<file path="src/rtl/decode_pkg.sv">
// ----------------------------------------------------------------------------
// decode_pkg
// Shared definitions for the instruction-decode stage:
//   - opcode and ALU function encodings
//   - instruction field bit positions
//   - the select value driven while a bubble is issued
//   - the legal range of the destination-pipeline depth
//   - decode_op(): maps an opcode to its ALU control, or flags it as illegal
// ----------------------------------------------------------------------------
package decode_pkg;

    localparam int DLAT_MIN = 1;
    localparam int DLAT_MAX = 4;

    // Instruction field positions: op | rs (A) | rt (B) | rd (D) | unused
    localparam int OP_MSB = 31;
    localparam int OP_LSB = 26;
    localparam int RS_MSB = 25;
    localparam int RS_LSB = 21;
    localparam int RT_MSB = 20;
    localparam int RT_LSB = 16;
    localparam int RD_MSB = 15;
    localparam int RD_LSB = 11;

    // A bubble reads R0 on both operands.
    localparam logic [31:0] SEL_NONE = 32'h0000_0001;

    typedef enum logic [5:0] {
        OP_XOR = 6'b000000,
        OP_AND = 6'b000001,
        OP_SUB = 6'b000010,
        OP_ADD = 6'b000011,
        OP_OR  = 6'b000100,
        OP_NOR = 6'b000101
    } opcode_e;

    typedef enum logic [2:0] {
        ALU_XOR = 3'b000,
        ALU_ADD = 3'b010,
        ALU_SUB = 3'b011,
        ALU_OR  = 3'b100,
        ALU_NOR = 3'b101,
        ALU_AND = 3'b110
    } alu_fn_e;

    typedef struct packed {
        logic    legal;
        alu_fn_e fn;
        logic    cin;
    } alu_ctrl_t;

    function automatic alu_ctrl_t decode_op(input logic [5:0] op);
        alu_ctrl_t c;
        c.legal = 1'b1;
        c.fn    = ALU_XOR;
        c.cin   = 1'b0;
        case (op)
            OP_XOR:  c.fn = ALU_XOR;
            OP_AND:  c.fn = ALU_AND;
            OP_SUB:  begin c.fn = ALU_SUB; c.cin = 1'b1; end
            OP_ADD:  c.fn = ALU_ADD;
            OP_OR:   c.fn = ALU_OR;
            OP_NOR:  c.fn = ALU_NOR;
            default: c.legal = 1'b0;
        endcase
        return c;
    endfunction

endpackage

</file>
<file path="src/rtl/decode_stage_onehot5to32.sv">
// ----------------------------------------------------------------------------
// onehot5to32
// Combinational 5-bit index to 32-bit one-hot decoder.
//   idx_i    [4:0]  register index
//   onehot_o [31:0] bit idx_i set, all others clear
// ----------------------------------------------------------------------------
module onehot5to32 (
    input  logic [4:0]  idx_i,
    output logic [31:0] onehot_o
);

    assign onehot_o = 32'h0000_0001 << idx_i;

endmodule

</file>
<file path="src/rtl/decode_stage.sv">
// ----------------------------------------------------------------------------
// decode_stage
// Instruction-decode stage feeding a register file and a pipelined ALU.
// Latches the instruction word, issues one-hot operand selects and the ALU
// function, and delays the one-hot write select by DLAT cycles so it lines
// up with the ALU result. Read-after-write hazards against destinations still
// in the delay pipeline stall fetch and issue bubbles.
//   clk      in   clock, rising edge
//   rst_n    in   asynchronous active-low reset
//   ibus     in   [31:0] instruction word from fetch
//   ivalid   in   ibus is valid this cycle
//   stall    out  fetch must hold ibus/ivalid (combinational)
//   Aselect  out  [31:0] one-hot operand A select
//   Bselect  out  [31:0] one-hot operand B select
//   Dselect  out  [31:0] one-hot write select, zero = no write
//   S        out  [2:0] ALU function
//   Cin      out  ALU carry-in
// ----------------------------------------------------------------------------
module decode_stage
    import decode_pkg::*;
#(
    parameter int DLAT = 2
) (
    input  logic        clk,
    input  logic        rst_n,
    input  logic [31:0] ibus,
    input  logic        ivalid,
    output logic        stall,
    output logic [31:0] Aselect,
    output logic [31:0] Bselect,
    output logic [31:0] Dselect,
    output logic [2:0]  S,
    output logic        Cin
);

    // Out-of-range depths are clamped to the nearest legal value.
    localparam int NSTG = (DLAT < DLAT_MIN) ? DLAT_MIN :
                          (DLAT > DLAT_MAX) ? DLAT_MAX : DLAT;

    logic [31:0] ir_q, ir_d;
    logic        irv_q, irv_d;
    logic [31:0] dst_q [NSTG];

    logic [5:0]  op;
    logic [4:0]  rs, rt, rd;
    logic [31:0] rs_oh, rt_oh, rd_oh;
    logic [31:0] in_flight;
    logic [31:0] dst_push;
    logic        rs_hit, rt_hit, issue;
    alu_ctrl_t   ctrl;

    assign op   = ir_q[OP_MSB:OP_LSB];
    assign rs   = ir_q[RS_MSB:RS_LSB];
    assign rt   = ir_q[RT_MSB:RT_LSB];
    assign rd   = ir_q[RD_MSB:RD_LSB];
    assign ctrl = decode_op(op);

    // The low instruction bits carry no meaning for this datapath.
    logic unused_ir_bits;
    assign unused_ir_bits = ^ir_q[RD_LSB-1:0];

    onehot5to32 u_rs_dec (.idx_i(rs), .onehot_o(rs_oh));
    onehot5to32 u_rt_dec (.idx_i(rt), .onehot_o(rt_oh));
    onehot5to32 u_rd_dec (.idx_i(rd), .onehot_o(rd_oh));

    // Every stage, including the one driving Dselect, is still in flight:
    // the register file only commits it at the end of this cycle.
    always_comb begin
        // NOTE: default first so every path assigns and no latch is inferred.
        in_flight = '0;
        for (int i = 0; i < NSTG; i++) begin
            in_flight = in_flight | dst_q[i];
        end
    end

    assign rs_hit = (rs != 5'd0) && (|(rs_oh & in_flight));
    assign rt_hit = (rt != 5'd0) && (|(rt_oh & in_flight));
    assign stall  = irv_q && ctrl.legal && (rs_hit || rt_hit);
    assign issue  = irv_q && ctrl.legal && !stall;

    always_comb begin
        Aselect  = SEL_NONE;
        Bselect  = SEL_NONE;
        S        = ALU_XOR;
        Cin      = 1'b0;
        dst_push = '0;
        if (issue) begin
            Aselect = rs_oh;
            Bselect = rt_oh;
            S       = ctrl.fn;
            Cin     = ctrl.cin;
            // R0 is hardwired: a write to it is dropped here.
            if (rd != 5'd0) begin
                dst_push = rd_oh;
            end
        end
    end

    // A stalled instruction stays in IR; fetch holds its side meanwhile.
    assign ir_d  = stall ? ir_q  : ibus;
    assign irv_d = stall ? irv_q : ivalid;

    assign Dselect = dst_q[NSTG-1];

    // NOTE: state registers use non-blocking assignments so every register
    // samples pre-edge values and the shift pipeline moves one stage per edge.
    always_ff @(posedge clk or negedge rst_n) begin
        if (!rst_n) begin
            ir_q  <= '0;
            irv_q <= 1'b0;
            // NOTE: the destination array is reset explicitly because in-flight
            // writes must be discarded; a stale entry would corrupt a register.
            for (int i = 0; i < NSTG; i++) begin
                dst_q[i] <= '0;
            end
        end else begin
            ir_q     <= ir_d;
            irv_q    <= irv_d;
            dst_q[0] <= dst_push;
            for (int i = 1; i < NSTG; i++) begin
                dst_q[i] <= dst_q[i-1];
            end
        end
    end

endmodule

</file>
<file path="config.mk">
export PLATFORM = sky130hd
export DESIGN_NAME = decode_stage
export DESIGN_NICKNAME = d
export VERILOG_FILES = /design/src/rtl/decode_pkg.sv /design/src/rtl/decode_stage_onehot5to32.sv /design/src/rtl/decode_stage.sv
export SDC_FILE = /design/constraint.sdc
export NUM_CORES = 1
export LEC_CHECK = 0
export ABC_AREA = 1
export CORE_AREA = 2 2 87 122
export DETAILED_ROUTE_END_ITERATION = 12
export DIE_AREA = 0 0 89 124
export GPL_ROUTABILITY_DRIVEN = 0
export GPL_TIMING_DRIVEN = 0
export PLACE_DENSITY = 0.82
export SLEW_MARGIN = 20
export SYNTH_ARGS = -nofsm -noshare
export SYNTH_HDL_FRONTEND = slang
export SYNTH_HIERARCHICAL = 1
export SYNTH_SLANG_ARGS = --single-unit
export TNS_END_PERCENT = 20
</file>
<file path="constraint.sdc">
create_clock -name clk -period 5.8 [get_ports clk]
set_clock_uncertainty 0.05 [all_clocks]
set_input_delay 0.87 -clock clk [delete_from_list [all_inputs] [get_ports clk]]
set_output_delay 0.87 -clock clk [all_outputs]
set_load 0.03 [all_outputs]
</file>
### Word-level counts from Yosys, hierarchy flattened

Cells that the tools add are included.

| operators by class | value |
|---|---|
| reduce and logical (&&, ||, !) cells | 14 |
| equality and inequality tests | 5 |
| add/sub/neg operators | 0 |
| order comparisons | 0 |
| div/mod/pow operators | 0 |
| muxes and demuxes | 9 |
| shift operators | 3 |
| $mul | 0 |
| bitwise operators | 3 |

Operator list:

| cell | number |
|---|---|
| two-way mux 32 bit | 4 |
| << shifter 1 x 5 -> 32 bit (first input constant) | 3 |
| AND 32 bit | 2 |
| OR reduction 32 bit | 2 |
| OR 32 bit | 1 |
| one-hot mux 3 bit (5 select lines) | 1 |
| nonzero test 5 bit | 3 |
| == test 6 x 2 -> 1 bit (second input constant) | 2 |
| == test 6 x 3 -> 1 bit (second input constant) | 2 |
| == test 6 x 1 -> 1 bit (second input constant) | 1 |
| zero test 6 bit | 1 |
| OR reduction 6 bit | 1 |
| logical AND 1 bit | 5 |
| two-way mux 1 bit | 3 |
| two-way mux 3 bit | 1 |
| zero test 1 bit | 1 |
| logical OR 1 bit | 1 |

| storage, ports and cells | value |
|---|---|
| bits in latches | 0 |
| register bits | 97 |
| logic and storage cells | 38 |
| input port bits | 35 |
| RAM bits | 0 |
| memories | 0 |
| ROM bits | 0 |

### Longest topological paths before layout

| logic depth | value |
|---|---|
| depth in word-level cells | 9 |
| depth in mapped cells | 17 |
| depth with buffers taken out | 15 |

### By module

Netlist, hierarchy kept.

Modules (own cells, without submodules):

| module | sequential area each (um^2) | area each (um^2) | cells an instance | times used |
|---|---|---|---|---|
| decode_stage | 2152.1 | 4152.7 | 541 | 1 |
| onehot5to32 | 0.0 | 372.9 | 63 | 3 |

### Least setup slack after synthesis

Ideal clock, no wire load.

| path | value |
|---|---|
| path kind | reg-to-output |
| start point | register ir_q[25] |
| end point | output S[0] |
| buffers on the path | 4 |
| stages on the path, launching flop included | 16 |
| required time | 4.880 ns |
| path slack | 2.757 ns |
| data arrival time | 2.123 ns |
| cells stage by stage | dfrtp_1 -> buf_4 -> inv_2 -> buf_4 -> nor2_1 -> o21ai_0 -> o21ai_0 -> nor2_1 -> nand2_1 -> nor2_1 -> nand2_1 -> nand2_1 -> nand3_1 -> buf_2 -> buf_6 -> a21oi_1 |

| between the ends | value |
|---|---|
| cells in the longest elaborated chain, start to end | 9 |
| elaborated cells between the ends (all ways) | 10 |

Ends and longest elaborated chain:

| item | RTL line | source |
|---|---|---|
| from (decl) | decode_stage.sv:40 | `logic [31:0] ir_q, ir_d;` |
| from (signal assigned) | decode_stage.sv:117 | `ir_q <= ir_d;` |
| << shifter 1 x 5 -> 32 bit | decode_stage_onehot5to32.sv:12 | `assign onehot_o = 32'h0000_0001 << idx_i;` |
| named net rs_oh[23] | decode_stage.sv:46 | `logic [31:0] rs_oh, rt_oh, rd_oh;` |
| AND 32 bit | decode_stage.sv:76 | `assign rs_hit = (rs != 5'd0) && (\|(rs_oh & in_flight));` |
| OR reduction 32 bit | decode_stage.sv:76 |  |
| logical AND 1 bit | decode_stage.sv:76 |  |
| logical OR 1 bit | decode_stage.sv:78 | `assign stall = irv_q && ctrl.legal && (rs_hit \|\| rt_hit);` |
| logical AND 1 bit | decode_stage.sv:78 |  |
| zero test 1 bit | decode_stage.sv:79 | `assign issue = irv_q && ctrl.legal && !stall;` |
| logical AND 1 bit | decode_stage.sv:79 |  |
| two-way mux 3 bit | decode_stage.sv:87 | `if (issue) begin` |
| to (decl) | decode_stage.sv:32 | `output logic [2:0] S,` |

The timed path passes the listed nets, and every way through them passes these cells.

### Worst setup path after layout

| path | value |
|---|---|
| start point | register ir_q[23] |
| end point | output Bselect[28] |

| between the ends | value |
|---|---|
| cells in the longest elaborated chain, start to end | 9 |
| elaborated cells between the ends (all ways) | 10 |

Ends and longest elaborated chain:

| item | RTL line | source |
|---|---|---|
| << shifter 1 x 5 -> 32 bit | decode_stage_onehot5to32.sv:12 |  |
| named net rs_oh[6] | decode_stage.sv:46 |  |
| AND 32 bit | decode_stage.sv:76 |  |
| OR reduction 32 bit | decode_stage.sv:76 |  |
| logical AND 1 bit | decode_stage.sv:76 |  |
| logical OR 1 bit | decode_stage.sv:78 |  |
| logical AND 1 bit | decode_stage.sv:78 |  |
| zero test 1 bit | decode_stage.sv:79 |  |
| logical AND 1 bit | decode_stage.sv:79 |  |
| two-way mux 32 bit | decode_stage.sv:87 |  |
| to (decl) | decode_stage.sv:30 | `output logic [31:0] Bselect,` |

The timed path passes the listed nets, and every way through them passes these cells.

==> impl_metrics.py <==
metrics = {
    "run_status": {
        "outcome": "completed",
    },
    "timing": {
        "fmax_mhz": 223,
        "setup_viol": 0,
        "tightestPinTransition_ns": 0.484,
        "fin_crit_sh": 0.772,
        "setup_tns_ns": 0,
        "grt_setup_unrepaired": "false",
        "slew_headroom": 0.675,
        "hold_violations": 0,
        "period_minus_slack_ns": 4.48,
        "drv_slew": 0,
    },
    "yosys": {
        "synth.avg_cell_area_um2": 7.22,
        "ys_top_cells_by_count": "210 x nor2_1, 111 x nand2_1, 86 x dfrtp_1",
        "syn_inst": 730,
        "yosysTopAreaCell": "dfrtp_1",
        "synth-xor-area-share": 0,
        "yosysMostFrequentCell": "nor2_1",
        "ys.flop_type": "dfrtp_1",
        "ys_seq_elements": 86,
        "async_flop_share": 1.00,
        "synth_nets": 765,
        "synthDistinctLibCells": 23,
        "synth_area_leaders": "dfrtp_1 41%, nor2_1 15%, nand2_1 7.9%, o21ai_0 6.2%, buf_4 6.0%",
        "yosys.area_share.simple": 0.366,
        "synth_top_area_frac": 0.408,
        "synthAdderAreaFrac": 0,
        "muxShareOfSynthArea": 0,
        "synth-seq-area-share": 0.408,
        "synth_compound_area_frac": 0.0667,
        "synth_top_family_by_area": "simple AND/OR/NAND/NOR gates",
        "synth_enable_flop_cells": 0,
        "netlist_area_mm2": 0.00527,
        "synth_warnings": 6,
    },
    "clocking": {
        "ctsLongestPathBuffers": 2,
        "cts_tree": "yes",
        "clkLatencyLatePin_ns": 0.34,
        "path_clk_slew_ns": 0.06,
        "htreeDepth": 3,
        "cts-resized-gates": 0,
        "clock-sinks": 86,
        "post_cts_buffers": 0,
        "cts_root_buf": "clkbuf_16",
        "holdBufCountCts": 0,
        "cts_buffers": 9,
    },
    "worst_setup_path": {
        "worstSetupEndpointType": "output pin",
        "cp.arrival_ns": 3.56,
        "r2r_end": "ir_q[23]",
        "path_class": "register to output pin",
        "path_buf_inv": 4,
        "crit_chain": "buf_2 -> nand3_1 -> nor3_1 -> o21ai_0 -> nand2_1 -> nor2_1 -> nand2_1 -> nor2_1 -> nand2_1 -> nand2_1 -> nand3_1 -> buf_2 -> buf_2 -> nor2_1 -> clkdlybuf4s50_1",
        "crit_top_cell": "nand2_1",
        "reg2reg_depth": 14,
        "cp.required_ns": 4.88,
        "cp.depth": 15,
        "startpoint_type": "register",
        "cp_slowest_stage_delay_ns": 0.61,
        "rr_startpoint": "ir_q[23]",
        "critPathTopFamily": "buffers and inverters",
        "slowest_stage": "clkdlybuf4s50_1",
        "rrSetupSlack_ns": 3.02,
        "critPathMaxFanout": 10,
    },
    "die": {
        "start_util": 0.532,
        "fp.dieArea_mm2": 0.0110,
        "die_w_um": 89,
        "rows": 43,
        "core_mm2": 0.00990,
        "fp.dieH_um": 124,
        "io_pins": 136,
    },
    "drt": {
        "vias": 5386,
        "ant_nets": 0,
        "vias_per_cell": 5.35,
        "drt_iter0_drc": 671,
        "firstDrtPassIters": 8,
        "drc": 0,
        "routedWlPerCell_um": 15.7,
        "routed_wl_um": 15800,
    },
    "min_path": {
        "hp-class": "register to register",
        "min_from": "dst_q[54]",
        "whs_path_depth": 0,
        "hold_end": "Dselect[22]",
    },
    "flow_run": {
        "cap_violations": 0,
    },
    "global_routing": {
        "gr-total-overflow": 0,
        "antenna_found_initial": 0,
        "grt_pass1_wl_um": 24800,
        "grt_pass1_vias": 5010,
        "grt_usage": 0.296,
        "grt_max_degree": 56,
    },
    "place": {
        "io_buffers": 124,
        "dp_hpwl_um": 12600,
    },
    "finish": {
        "finish.utilization": 0.707,
        "drive_above_1_share": 0.153,
        "syn_to_final_growth_pct": 32.8,
        "antennaDiodeCount": 0,
        "nFillCells": 828,
        "num-nets-final": 901,
    },
    "pwr": {
        "power_leakage_nw": 3.09,
        "power_density_mw_per_mm2": 187,
        "peakVddDrop_v": 0.000174,
    },
}
## cells by family (layout without fill, tap and decap cells)
group	count (synthesis)	after routing
compound gates	69	69
buf+inv	155	296
flops	86	86
simple gates	420	420
## worst register-to-register path, delay by kind of cell, from the launching register on
family                 cells  cell delay (ns)
AOI/OAI and AO/OA          1             0.17
DFF                        1             0.37
buffers and inverters      2             0.66
and+or+nand+nor           11             1.47
## power by group
group          total, mW  leakage, nW  internal (mW)  switching (mW)
Clock              0.549        0.143          0.316           0.233
Sequential         0.618         1.15          0.608         0.00928
Combinational      0.140         1.79         0.0492          0.0905
## final cells by class
| class | count | area (µm²) | area share |
|---|---|---|---|
| inverter | 83 | 334 | 0.0477 |
| buffer | 72 | 504 | 0.0721 |
| clock buffer | 11 | 253 | 0.0361 |
| clock inverter | 5 | 38.8 | 0.00554 |
| sequential | 86 | 2150 | 0.308 |
| timing repair buffer | 125 | 1270 | 0.181 |
| tap | 135 | 169 | 0.0241 |
| multi-input combinational | 489 | 2280 | 0.326 |
## metal layers
| metal | global-route usage | part of all wire | vias to the layer above |
|---|---|---|---|
| li1 | - | - | 2516 |
| met1 | 0.344 | 0.37 | 2527 |
| met2 | 0.520 | 0.53 | 283 |
| met3 | 0.0457 | 0.063 | 60 |
| met4 | 0.150 | 0.039 | 0 |
| met5 | 0 | 0 | - |
## stage by stage
| stage | setup WS [ns] | std cells | power [mW] | area (µm²) | hold WS (ns) |
|---|---|---|---|---|---|
| after global placement | 0.970 | 989 | 0.760 | 6680 | 0.314 |
| after CTS | 1.38 | 1006 | 1.31 | 7000 | 0.337 |
| after floorplan | 2.76 | 730 | 0.711 | 5270 | 0.305 |
| final | 1.32 | 1006 | 1.31 | 7000 | 0.334 |
| after global routing | 1.13 | 1006 | 1.35 | 7000 | 0.342 |
| after detailed placement | 1.75 | 990 | 0.766 | 6710 | 0.324 |
## state kept, by name, indices dropped and copies added, names as in the netlist
register  flops
irv_q         1
ir_q         21
dst_q        32
Dselect      32
## placed cells by master, fill, tap and decap left out
cell,count
nor2_1,210
clkdlybuf4s50_1,123
nand2_1,111
dfrtp_1,86
inv_1,67
o21ai_0,65
buf_4,43
nand3_1,39
buf_2,19
nand3_2,18
nor3_1,15
nand4_1,12
clkbuf_16,9
inv_4,9
buf_6,7
inv_2,7
nor2_8,6
clkbuf_1,4
or2_1,3
nor2_4,3
nor3_2,2
o21ai_1,2
clkbuf_8,2
inv_6,2
a21boi_2,1
a21oi_1,1
nand2_2,1
clkinv_2,1
clkinv_4,1
clkinvlp_4,1
buf_16,1
## worst max-delay path by stage
| stage | start | endpoint | slack, ns |
|---|---|---|---|
| 2_1_floorplan | ir_q[25] | S[0] | 2.76 |
| 3_3_place_gp | rst_n | dst_q[58] | 0.97 |
| 3_5_place_dp | ir_q[25] | Bselect[28] | 1.75 |
| 4_1_cts | ir_q[25] | Bselect[28] | 1.38 |
| 5_1_grt | ir_q[25] | Bselect[29] | 1.13 |
| 6_report | ir_q[23] | Bselect[28] | 1.32 |
Power figures use the tool's default switching activity.
==> RTL change, RTL diff (same flow settings) <==
Reset style: synchronous (`rst_n`), changed in one clocked block. Comments in the files are not updated.
--- a/src/rtl/decode_stage.sv
+++ b/src/rtl/decode_stage.sv
@@ -105,5 +105,5 @@
     // NOTE: state registers use non-blocking assignments so every register
     // samples pre-edge values and the shift pipeline moves one stage per edge.
-    always_ff @(posedge clk or negedge rst_n) begin
+    always_ff @(posedge clk) begin
         if (!rst_n) begin
             ir_q  <= '0;
Formal check against the unedited RTL: differs if rst_n is asserted again (counterexample within 4 cycles, from zero or initial values and one cycle with rst_n low); with rst_n held inactive, the same outputs for 10 cycles.
==> RTL change against the original RTL <==
Setup slack gained 120 ps. Final area is 0.77% higher. Largest power group unchanged. Cell count rose by 11%. Critical endpoint is now Bselect[22]. Area after synthesis is 1.7% higher. Core utilization increased by 0.54 points. Total power grew 2.1%. Critical path depth grew 1. Critical path type unchanged. Routed wire length is 0.93% higher. Synthesized cell count grew 15%. Sequential cell count stayed put. Via count is 3.9% higher.
==> RTL change: results (changes against the original RTL) <==
Run status
  – Status: finished, final reports clean

Route
  – DRC marker count from the first detailed-route iteration: 571 (-15%)
  – Metal-1 WL: 6130 um (+5.8%)
  – WL met3: 1040 um (+4.8%)
  – Vias post-DR: 5,596 (+3.9%)
  – Met2 wire length: 7900 um (-5.9%)
  – Total Wirelength: 16,000 um (+0.93%)
  – Pre-antenna DRT Iters: 5 (-3)
  – Max layer used: met4

Min path
  – Hold_sp: dst_q[0][26]
  – Worst Hold Path EP: dst_q[0][58]
  – Hold depth: 2 (+2)
  – Hold Crit Class: reg2reg

Yosys
  – Post-synthesis mux area share: 0% (unchanged)
  – Number of library cell types mapped by synthesis: 25 (+8.7%)
  – FFs w/ async S/R, synth: 0% (-100 points)
  – Top post-synthesis cells by count: nor2_1, inv_1, nand2_1, dfxtp_1, o21ai_0
  – Post-synthesis sequential area ratio: 32.1% (-8.7 points)
  – Largest cells by area after synthesis: dfxtp_1, nor2_1, inv_1
  – Compound-Gate Fraction of Synth Area: 8.08% (+1.4 points)
  – Synth Area per Inst: 6.37 um2 (-12%)
  – Syn nets: 876 (+15%)

GRT
  – Global-route wire length before repair: 25,500 um (+2.8%)
  – Largest net degree at the start of global routing: 15 (-73%)
  – Vias in the first global route: 5,213 (+4.1%)
  – GRT Total Usage: 30.3% (+0.75 points)
  – Initial antenna violation count: 0 (unchanged)

Worst setup path
  – FF-to-FF path depth: 16 (+2)
  – Max incr delay on CP: 700 ps (+90 ps)
  – CP top delay family: buffers and inverters
  – CP max stage cell: clkdlybuf4s50_1
  – R2R Setup Slk: 3310 ps (+290 ps)
  – FF-to-FF End: dst_q[0][17]
  – Max FO, Critical Path: 10 (unchanged)
  – RR Startpoint: ir_q[25]
  – Arr. time, crit path: 3440 ps (-120 ps)

Pwr
  – Peak supply drop: 0.187 mV (+7.2%)
  – P_leak: 0.00306 uW (-0.81%)

Clocking
  – Number of cells upsized or downsized after cts: 0 (unchanged)
  – H-tree levels: 3 (unchanged)
  – CTS Buf Count: 9 (unchanged)
  – Setup Buffers After CTS: 0 (unchanged)
  – Root buf cell: clkbuf_16
  – Reg clk slew, reported paths: 60 ps (about the same)
  – CTS Buffer Depth: 2 (unchanged)
  – Clock latency on the worst-skew pair: 340 ps (about the same)

Placed design
  – Port bufs: 123 (-0.81%)
  – Detail Placement HPWL: 12,700 um (+0.76%)

Cells and area
  – Diode count: 0 (unchanged)
  – Largest registers in the final layout: dst_q (64), ir_q (21), irv_q (1)
  – Share of layout cells above drive strength 1: 14.7% (-0.58 points)
  – # nets final: 1,010 (+12%)
  – Fillcell total: 858 (+3.6%)
  – Post-Layout Cell Count: 1,115 (+11%)

STA
  – Min Hold Slack: 383 ps (+49.0 ps)
  – Slew margin rel.: 62.6% (-4.8 points)
-- RTL change: cell types whose count changed after synthesis, sizes merged, moves of 2 or more --
cell,unedited run,this run
dfxtp,0,86
nand3,57,59
nor2,219,238
inv,83,167
nand2,112,97
a21oi,1,20
buf,68,72
dfrtp,86,0
o21ai,67,65
-- RTL change: how the worst max path moves through the flow --
stage,cells after the start,slack [ps],endpoint,start
global placement,16,1900,Bselect[25],ir_q[23]
CTS,16,1450,Bselect[22],ir_q[25]
detailed placement,16,1890,Bselect[22],ir_q[23]
global route,16,1220,Bselect[24],ir_q[23]
floorplan,15,2840,Aselect[10],ir_q[23]
finish,16,1440,Bselect[22],ir_q[25]
-- RTL change: layer usage --
layer  vias up  GRT usage [%]
met5         -              0
met4         0           17.5
met3        61           4.37
met2       273           51.6
met1      2488           35.8
li1       2774              -
-- RTL change: layout make-up --
| class | instances | area (um2) | area share, % |
|---|---|---|---|
| Buffer | 77 | 577 | 8.18 |
| Clock buffer | 11 | 233 | 3.30 |
| Clock inverter | 5 | 58.8 | 0.834 |
| Inverter | 167 | 649 | 9.21 |
| Multi-Input combinational cell | 511 | 2410 | 34.2 |
| Sequential cell | 86 | 1720 | 24.4 |
| Tap cell | 135 | 169 | 2.40 |
| Timing Repair Buffer | 123 | 1230 | 17.5 |
-- RTL change: worst register-to-register path: cells and delay by family, from the launching register on --
kind | cells | cell delay (ps)
simple gates | 11 | 1260
flops | 1 | 320
buf+inv | 4 | 650
compound gates | 1 | 110
-- RTL change: logic make-up after synthesis --
kind of cell           Yosys count
AO/OA/AOI/OAI                   86
buffers and inverters          244
flip-flops                      86
AND/OR/NAND/NOR                425
-- RTL change: power by group --
| group | leakage, uW | switching [uW] | internal (uW) |
|---|---|---|---|
| combinational | 0.00223 | 99.4 | 55.4 |
| sequential | 0.000699 | 7.11 | 599 |
| clock | 0.000136 | 238 | 335 |
| total | 0.00306 | 344 | 989 |
-- RTL change: per-stage QoR --
stage	worst slack (ps)	util, %	total power [uW]	area, um2
global placement	1900	68.3	769	6760
floorplan	2840	-	724	5360
CTS	1450	71.2	1340	7050
global route	1220	71.2	1380	7050
detailed placement	1890	68.3	772	6760
finish	1440	71.2	1330	7050
